==> src/rtl/coin_button_debouncer_pkg.sv <==
// Shared definitions for the coin/button front end and the vending FSM that
// consumes its events: channel count, event id width and channel indices.
package coin_button_debouncer_pkg;

    localparam int NBTN          = 5;
    localparam int IDW           = 3;
    localparam int DEFAULT_DEPTH = 4;

    // Channel indices as presented on evt_id.
    localparam logic [IDW-1:0] CH_NICKEL  = 3'd0;
    localparam logic [IDW-1:0] CH_DIME    = 3'd1;
    localparam logic [IDW-1:0] CH_QUARTER = 3'd2;
    localparam logic [IDW-1:0] CH_SELECT  = 3'd3;
    localparam logic [IDW-1:0] CH_CANCEL  = 3'd4;

endpackage

==> src/rtl/coin_button_debouncer_channel.sv <==
// One button channel: two-flop synchronizer, tick-sampled history, debounced
// level and a one-cycle pulse on each debounced rising edge.
module debounce_channel
    import coin_button_debouncer_pkg::*;
#(
    parameter int DEPTH = DEFAULT_DEPTH
) (
    input  logic clk,
    input  logic clr,
    input  logic tick,
    input  logic raw,
    output logic lvl,
    output logic press
);

    logic             sync1;
    logic             sync2;
    logic [DEPTH-1:0] hist;
    logic [DEPTH-1:0] hist_next;
    logic             qualify;

    // Bring the asynchronous button into the clk domain, every cycle.
    always_ff @(posedge clk or negedge clr) begin
        if (!clr) begin
            sync1 <= 1'b0;
            sync2 <= 1'b0;
        end else begin
            sync1 <= raw;
            sync2 <= sync1;
        end
    end

    // Level flips when the history including the sample being shifted in
    // is entirely the opposite of the current level; any odd sample resets it.
    always_comb begin
        hist_next = {hist[DEPTH-2:0], sync2};
        qualify   = tick && (hist_next == {DEPTH{~lvl}});
    end

    // Shift the synchronized value into the history only on tick.
    always_ff @(posedge clk or negedge clr) begin
        if (!clr) begin
            hist <= '0;
        end else if (tick) begin
            hist <= hist_next;
        end
    end

    // Debounced level and its rising-edge pulse, both registered together.
    always_ff @(posedge clk or negedge clr) begin
        if (!clr) begin
            lvl   <= 1'b0;
            press <= 1'b0;
        end else begin
            press <= qualify && !lvl;
            if (qualify) begin
                lvl <= ~lvl;
            end
        end
    end

endmodule

==> src/rtl/coin_button_debouncer.sv <==
// Button front end for the vending machine: per-channel debouncers plus a
// pending flag per channel so presses are held until the FSM takes them.
//
// Event handshake: evt_valid is high while any press is pending and evt_id
// names the lowest pending channel; a transfer happens on every clk edge
// where evt_valid && evt_ready, clearing that channel's flag. evt_ready with
// evt_valid low has no effect. A press arriving in the same cycle its own
// channel is accepted keeps the flag set (the new press is not lost).
module coin_button_debouncer #(
    parameter int NBTN  = coin_button_debouncer_pkg::NBTN,
    parameter int DEPTH = coin_button_debouncer_pkg::DEFAULT_DEPTH,
    parameter int IDW   = coin_button_debouncer_pkg::IDW
) (
    input  logic            clk,
    input  logic            clr,
    input  logic            tick,
    input  logic [NBTN-1:0] btn_raw,
    output logic [NBTN-1:0] btn_lvl,
    output logic [NBTN-1:0] btn_press,
    output logic            evt_valid,
    output logic [IDW-1:0]  evt_id,
    input  logic            evt_ready,
    output logic            overrun
);

    logic [NBTN-1:0] pend;
    logic [NBTN-1:0] accept_mask;
    logic [IDW-1:0]  evt_id_c;
    logic            accept;

    for (genvar g = 0; g < NBTN; g++) begin : g_chan
        debounce_channel #(
            .DEPTH (DEPTH)
        ) u_chan (
            .clk   (clk),
            .clr   (clr),
            .tick  (tick),
            .raw   (btn_raw[g]),
            .lvl   (btn_lvl[g]),
            .press (btn_press[g])
        );
    end

    // Fixed priority: lowest pending channel index wins; 0 when nothing pends.
    always_comb begin
        evt_id_c = '0;
        for (int i = NBTN - 1; i >= 0; i--) begin
            if (pend[i]) begin
                evt_id_c = IDW'(i);
            end
        end
    end

    // One-hot of the channel being handed over this cycle.
    always_comb begin
        accept = evt_valid && evt_ready;
        for (int i = 0; i < NBTN; i++) begin
            accept_mask[i] = accept && (evt_id_c == IDW'(i));
        end
    end

    assign evt_valid = |pend;
    assign evt_id    = evt_id_c;

    // Pending flags: accept clears, a new press sets, and set takes priority.
    always_ff @(posedge clk or negedge clr) begin
        if (!clr) begin
            pend <= '0;
        end else begin
            pend <= (pend & ~accept_mask) | btn_press;
        end
    end

    // Flag a press that lands on a channel still waiting and not leaving now.
    always_ff @(posedge clk or negedge clr) begin
        if (!clr) begin
            overrun <= 1'b0;
        end else begin
            overrun <= |(btn_press & pend & ~accept_mask);
        end
    end

endmodule

==> config.mk <==
export PLATFORM = sky130hd
export DESIGN_NAME = coin_button_debouncer
export DESIGN_NICKNAME = d
export VERILOG_FILES = /design/src/rtl/coin_button_debouncer_pkg.sv /design/src/rtl/coin_button_debouncer_channel.sv /design/src/rtl/coin_button_debouncer.sv
export SDC_FILE = /design/constraint.sdc
export NUM_CORES = 1
export LEC_CHECK = 0
export CAP_MARGIN = 20
export CORE_MARGIN = 3
export CORE_UTILIZATION = 52
export CTS_CLUSTER_DIAMETER = 120
export DETAILED_ROUTE_END_ITERATION = 12
export PLACE_DENSITY = 0.83
export RECOVER_POWER = 50
export SYNTH_ARGS = -nofsm -noshare
export SYNTH_HDL_FRONTEND = slang
export SYNTH_SLANG_ARGS = --single-unit
==> constraint.sdc <==
create_clock -name clk -period 1.7 [get_ports clk]
set_input_delay 0.34 -clock clk [delete_from_list [all_inputs] [get_ports clk]]
set_output_delay 0.34 -clock clk [all_outputs]
set_load 0.01 [all_outputs]
== Word-level counts from Yosys, hierarchy flattened ==
Cells that the tools add are included.
Widths: inputs -> output; s select.

* Word-level logic and storage cells: 75
* RAM bits: 0
* Memory bits (read-only): 0
* Output and inout port bits: 15
* Bits of input ports: 9
* Memories kept: 0
* Latch bits: 0
* Bits in registers: 41

* Reductions and logical operators: 24
* Add/sub/neg operators: 0
* Divide/modulo/power cells: 0
* Bitwise logic cells: 10
* Multiply operators: 0
* Multiplexer cells: 5
* Eq/ne operators: 9
* Shift-type cells: 0
* $lt $le $gt $ge: 0

{| class="wikitable"
|+ Operators with widths
! cell !! count
|-
| $eq 4x4->1 || 5
|-
| $logic_and 1x1->1 || 16
|-
| $and 5x5->5 || 3
|-
| $mux 3 || 5
|-
| $reduce_or 5->1 || 2
|-
| $eq 3x2->1 const B || 2
|-
| $logic_not 1->1 || 5
|-
| $not 1->1 || 5
|-
| $not 5->5 || 1
|-
| $or 5x5->5 || 1
|-
| $eq 3x1->1 const B || 1
|-
| $eq 3x3->1 const B || 1
|-
| $logic_not 3->1 || 1
|}

== Logic depth before layout (Yosys ltp) ==
Gate-level depths: netlist (run 1).

* Depth in word-level cells: 10
* Depth in mapped cells: 3
* Mapped depth without buffers: 3

== By module ==
From an unflattened synthesis (run 1), not the netlist that was laid out.

* Cells, all modules: 106
* Area total of the unflattened synthesis: 1571.5 um2

{| class="wikitable"
|+ By module, submodules not included
! module !! instances !! area an instance (um2) !! cells an instance !! seq. area each (um2)
|-
| debounce_channel || 5 || 252.7 || 15 || 175.2
|-
| coin_button_debouncer || 1 || 307.8 || 31 || 150.1
|}

== Least setup slack after synthesis (run 1) ==
OpenSTA, ideal clock, no wires.

* Path kind: flip-flop to flip-flop
* Start point: register pend[2]
* End point: register overrun
* Arrival time: 1.438 ns
* Setup time: 0.129 ns
* Period minus slack after synthesis: 1.566 ns
* Data required time: 1.571 ns
* Buffers on the path: 0
* Stages on the path, launching flop included: 4
* Path slack: 0.134 ns
* Cell sequence: dfrtp_1 > or4b_4 > and3_1 > a2111o_1

* Cells in the longest elaborated chain, start to end: 8
* Elaborated cells on any way between the ends: 19
* Those cells by class: eq/ne: 4; mux: 3; bitwise: 3; reduce/logical: 9

{| class="wikitable"
|+ Ends and longest elaborated chain
! what !! line !! source
|-
| start: declaration || coin_button_debouncer.sv:26 || <nowiki>logic [NBTN-1:0] pend;</nowiki>
|-
| start signal: assignment || coin_button_debouncer.sv:70 || <nowiki>pend <= (pend & ~accept_mask) | btn_press;</nowiki>
|-
| $mux 3 (3 in series) || coin_button_debouncer.sv:48 || <nowiki>if (pend[i]) begin</nowiki>
|-
| $eq 3x1->1, or another cell as far along || coin_button_debouncer.sv:58 || <nowiki>accept_mask[i] = accept && (evt_id_c == IDW'(i));</nowiki>
|-
| $logic_and 1x1->1 || coin_button_debouncer.sv:58 ||
|-
| $not 5->5 || coin_button_debouncer.sv:79 || <nowiki>overrun <= |(btn_press & pend & ~accept_mask);</nowiki>
|-
| $and 5x5->5 * || coin_button_debouncer.sv:79 ||
|-
| $reduce_or 5->1 * || coin_button_debouncer.sv:79 ||
|-
| end signal: assignment || coin_button_debouncer.sv:79 ||
|-
| end: declaration || coin_button_debouncer.sv:23 || <nowiki>output logic overrun</nowiki>
|}

Mark *: on every way between the ends. The rest lies on a longest branch, timed or not.
A chain may end at the register's enable or synchronous reset.

== Final worst setup path (run 1) ==
* Start point: register pend[0]
* End point: output port evt_id[2]

* Cells in the longest elaborated chain, start to end: 1

{| class="wikitable"
|+ Ends and longest elaborated chain
! what !! line !! source
|-
| $mux 3 || coin_button_debouncer.sv:48 ||
|-
| end: declaration || coin_button_debouncer.sv:21 || <nowiki>output logic [IDW-1:0] evt_id,</nowiki>
|}

Every way passes these cells.

==> summary.md, run 1 <==
| Metric | Value |
|---|---|
| Status | finished, violations left |
| Violated checks | setup timing |
| Cell internal pwr | between 1000 and 1500 uW |
| Post-synthesis register bit count | 41 |
| Endpoints failing setup | 1 |
| Final worst path period need | ~1.7 ns |
| Fmax | roughly 0.57 GHz |
| Gr usage total | 16.2% |
| Post-detail-place hpwl | 1790 um |
| Asr flop ratio synth | 100% |
| Fillers | ~200 |
| CTS tree | built |
| Min-delay worst type | in -> async |
| Layout Nets | 167 |
| Share of the synthesized area in the top cell type | approximately 63% |
| Post-synthesis cell area | between 1500 and 2000 um^2 |
| Syn Area/Cell | about 13 um^2 |
| Final hold viol count | 0 |
| # rows | 19 |
| Util after Layout | slightly above 70% |
| Post-synth EDFFs | 0 |
| Count leader, synth | dfrtp_1 |
| Worst-margin pin slew | between 0.9 and 1 ns |
| Main area contributors after synthesis | dfrtp_1, mux2_2, buf_4, a21oi_1, or4b_2 |
| Starting density of the core | between 50% and 60% |
| Vias | 1,031 |
| Area leader, netlist | dfrtp_1 |
| First-pass GRT wire length | between 4000 and 5000 um |
| Clock Skew | around 0.0071 ns |
| Die Y | between 60 and 70 um |
| Sequential Power Share | around three fifths |
| Most frequent cells after synthesis | dfrtp_1, mux2_2, a21oi_1, buf_4, inv_1 |
| Largest net degree at the start of global routing | 42 |
| Gr ovfl total | 0 |
| Post-synth net total | 130 |
| Max-slew headroom | between 30% and 40% |
| PwrDens | roughly 920 nW/um^2 |
| WP data arrival | approximately 1.4 ns |
| H-tree levels | 2 |
| Clock buffer depth | 2 |
| Die ar. | 3840 um^2 |
| Drt first pass iters | 4 |
| Crit. End Element | primary output |
| NetSw | around 480 uW |
| Post-route ant nets | 0 |
| Total Wirelength | 2700 um |
| Port Buffer Count | 23 |
| Share of layout cells above drive strength 1 | roughly two fifths |
| CP Class | reg -> out |
| Switching share of power | 25.4% |
| Part of the cycle the worst path needs | 102% |
| Area Overhead vs Synth | 26.8% |
| DRC | 0 |
| Clock slew at reported path FFs | 0.11 ns |
| Ys Warns | 0 |
| Vias in the first global route | 1,022 |
| Starting DRC count in detailed routing | 46 |
| Antenna violations before repair | 0 |
| CTS root buf | clkbuf_4 |
| Vias per Instance | about 5 |
| Post-Layout Inst Area | just over 2000 um^2 |
| Hold Buf Count CTS | 0 |
| Clock Sinks | 41 |
| Die Wd | 62.0 um |
| Clk pwr share | between 20% and 30% |
| Setup ws final | -0.0394 ns |
| Comb pwr share | between 15 and 20% |
| RSZ-0062 raised after global routing | yes |
| Core ar. | 2880 um^2 |
| Max FO, Critical Path | 3 |
| Placed Cells incl. Taps | approximately 190 |
| CTS buffer count | 5 |
| Sequential area share after synthesis | 63.0% |
| VDD IR max | ~530 uV |
| Post-route insts no fill | approximately 200 |
| Top_reg_cell synth | dfrtp_1 |
| Slew Viols, Final | 0 |
| I/O pin cnt | 24 |
| ANT cells | 0 |
| CP required | roughly 1.4 ns |
| Post-DR wirelength/cell | 13.4 um |
| Synth unique cells | 25 |
| Worst skew pair latency | 0.34 ns |
| GPL Wtd Cong | ~0.85 |
| Pleak | between 0.001 and 0.0015 uW |
| Post-Syn Instances | around 120 |
| CP Launch Type | flip-flop |
| Max cap viols | 0 |
| Dpl cell area | ~1900 um^2 |
==> power by group through the flow <==
stage / logic, uW / registers, uW / clock network [uW]
global placement: 293 / 1140 / 0
floorplan: 163 / 1130 / 0
global route: 351 / 1140 / 517
detailed placement: 305 / 1150 / 0
finish: 322 / 1130 / 442
CTS: 307 / 1130 / 466
==> final cells by class <==
type | instances | area [um^2] | area share, %
clock buffer | 6 | 41.3 | 2.00
tap | 42 | 52.6 | 2.55
inverter | 7 | 26.3 | 1.27
sequential | 41 | 1030 | 49.7
timing repair buffer | 42 | 385 | 18.7
clock inverter | 2 | 10.0 | 0.485
multi-input combinational | 61 | 523 | 25.3
==> flip-flops by register name, summed over array words and instances, names as in the netlist <==
signal	count
pend	5
g_chan.u_chan.press	5
g_chan.u_chan.lvl	5
overrun	1
g_chan.u_chan.hist	15
g_chan.u_chan.sync2	5
g_chan.u_chan.sync1	5
==> repair_timing <==
action	in CTS	in global routing
resized for setup	21	10
endpoints found under the hold margin	0	0
pin swaps	3	2
setup buffers	2	5
endpoints found under the setup margin	5	12
==> logic make-up (layout without fill, tap and decap cells) <==
group,after synthesis,after routing,share of synthesized area (%)
flops,41,41,63.0
simple gates,28,28,12.5
buf+inv,19,57,6.69
compound gates,18,18,7.46
mux,15,15,10.4
==> layer usage <==
metal  GRT usage [%]  wire (um)  vias to the layer above
li1                -          -                      496
met1            18.5       1140                      508
met2            26.2       1370                       25
met3            6.20        157                        2
met4            8.79         29                        0
met5               0          0                        -
==> critical path: stages (launching register included) <==
cell     delay [ns]
dfrtp_1        0.40
nor4_2         0.28
buf_4          0.16
and2_4         0.13
buf_6          0.09
==> stage by stage <==
stage               hold WS (ns)  worst slack [ns]  total power, uW  TNS, ns
floorplan                 0.0444             0.134             1300        0
CTS                       0.0302           -0.0538             1900  -0.0648
finish                     0.207           -0.0394             1890  -0.0394
detailed placement         0.337            -0.220             1450    -1.35
global route               0.265            -0.130             2010   -0.218
global placement           0.332            -0.213             1430    -1.30
==> path summary, 6_finish.rpt <==
kind,start,endpoint,slack [ns],cells after the start
hold / removal,clr,g_chan[2].u_chan.lvl,0.21,2
min in group clk,g_chan[2].u_chan.sync1,g_chan[2].u_chan.sync2,0.35,0
setup reg to reg,pend[2],overrun,0.05,4
max in group asynchronous,clr,g_chan[3].u_chan.sync2,0.91,2
setup / recovery,pend[0],evt_id[2],-0.04,4
hold reg to reg,g_chan[2].u_chan.sync1,g_chan[2].u_chan.sync2,0.35,0
==> layout by cell type, fill, tap and decap left out, drive strengths merged <==
master | netlist | final
a2111o | 1 | 1
clkinv | 0 | 2
or4b | 6 | 6
and2 | 1 | 1
dlygate4sd3 | 0 | 4
a21oi | 11 | 11
nand4 | 5 | 5
and3 | 1 | 1
mux2 | 15 | 15
or3 | 1 | 1
a32o | 1 | 1
buf | 12 | 23
nor4 | 1 | 1
nor2 | 2 | 2
clkdlybuf4s50 | 0 | 10
dlymetal6s2s | 0 | 4
nand2b | 2 | 2
a21o | 3 | 3
nor2b | 1 | 1
dfrtp | 41 | 41
or2 | 2 | 2
nor3 | 1 | 1
inv | 7 | 7
o311a | 1 | 1
a21boi | 1 | 1
clkbuf | 0 | 7
nor3b | 5 | 5
Power figures use the tool's default switching activity.
==> inputs of run 2 (changes only) <==
- CTS_CLUSTER_DIAMETER: 120 -> unset
==> results of run 2 <==
The final DEF is identical to that of run 1; final timing and power are the same.
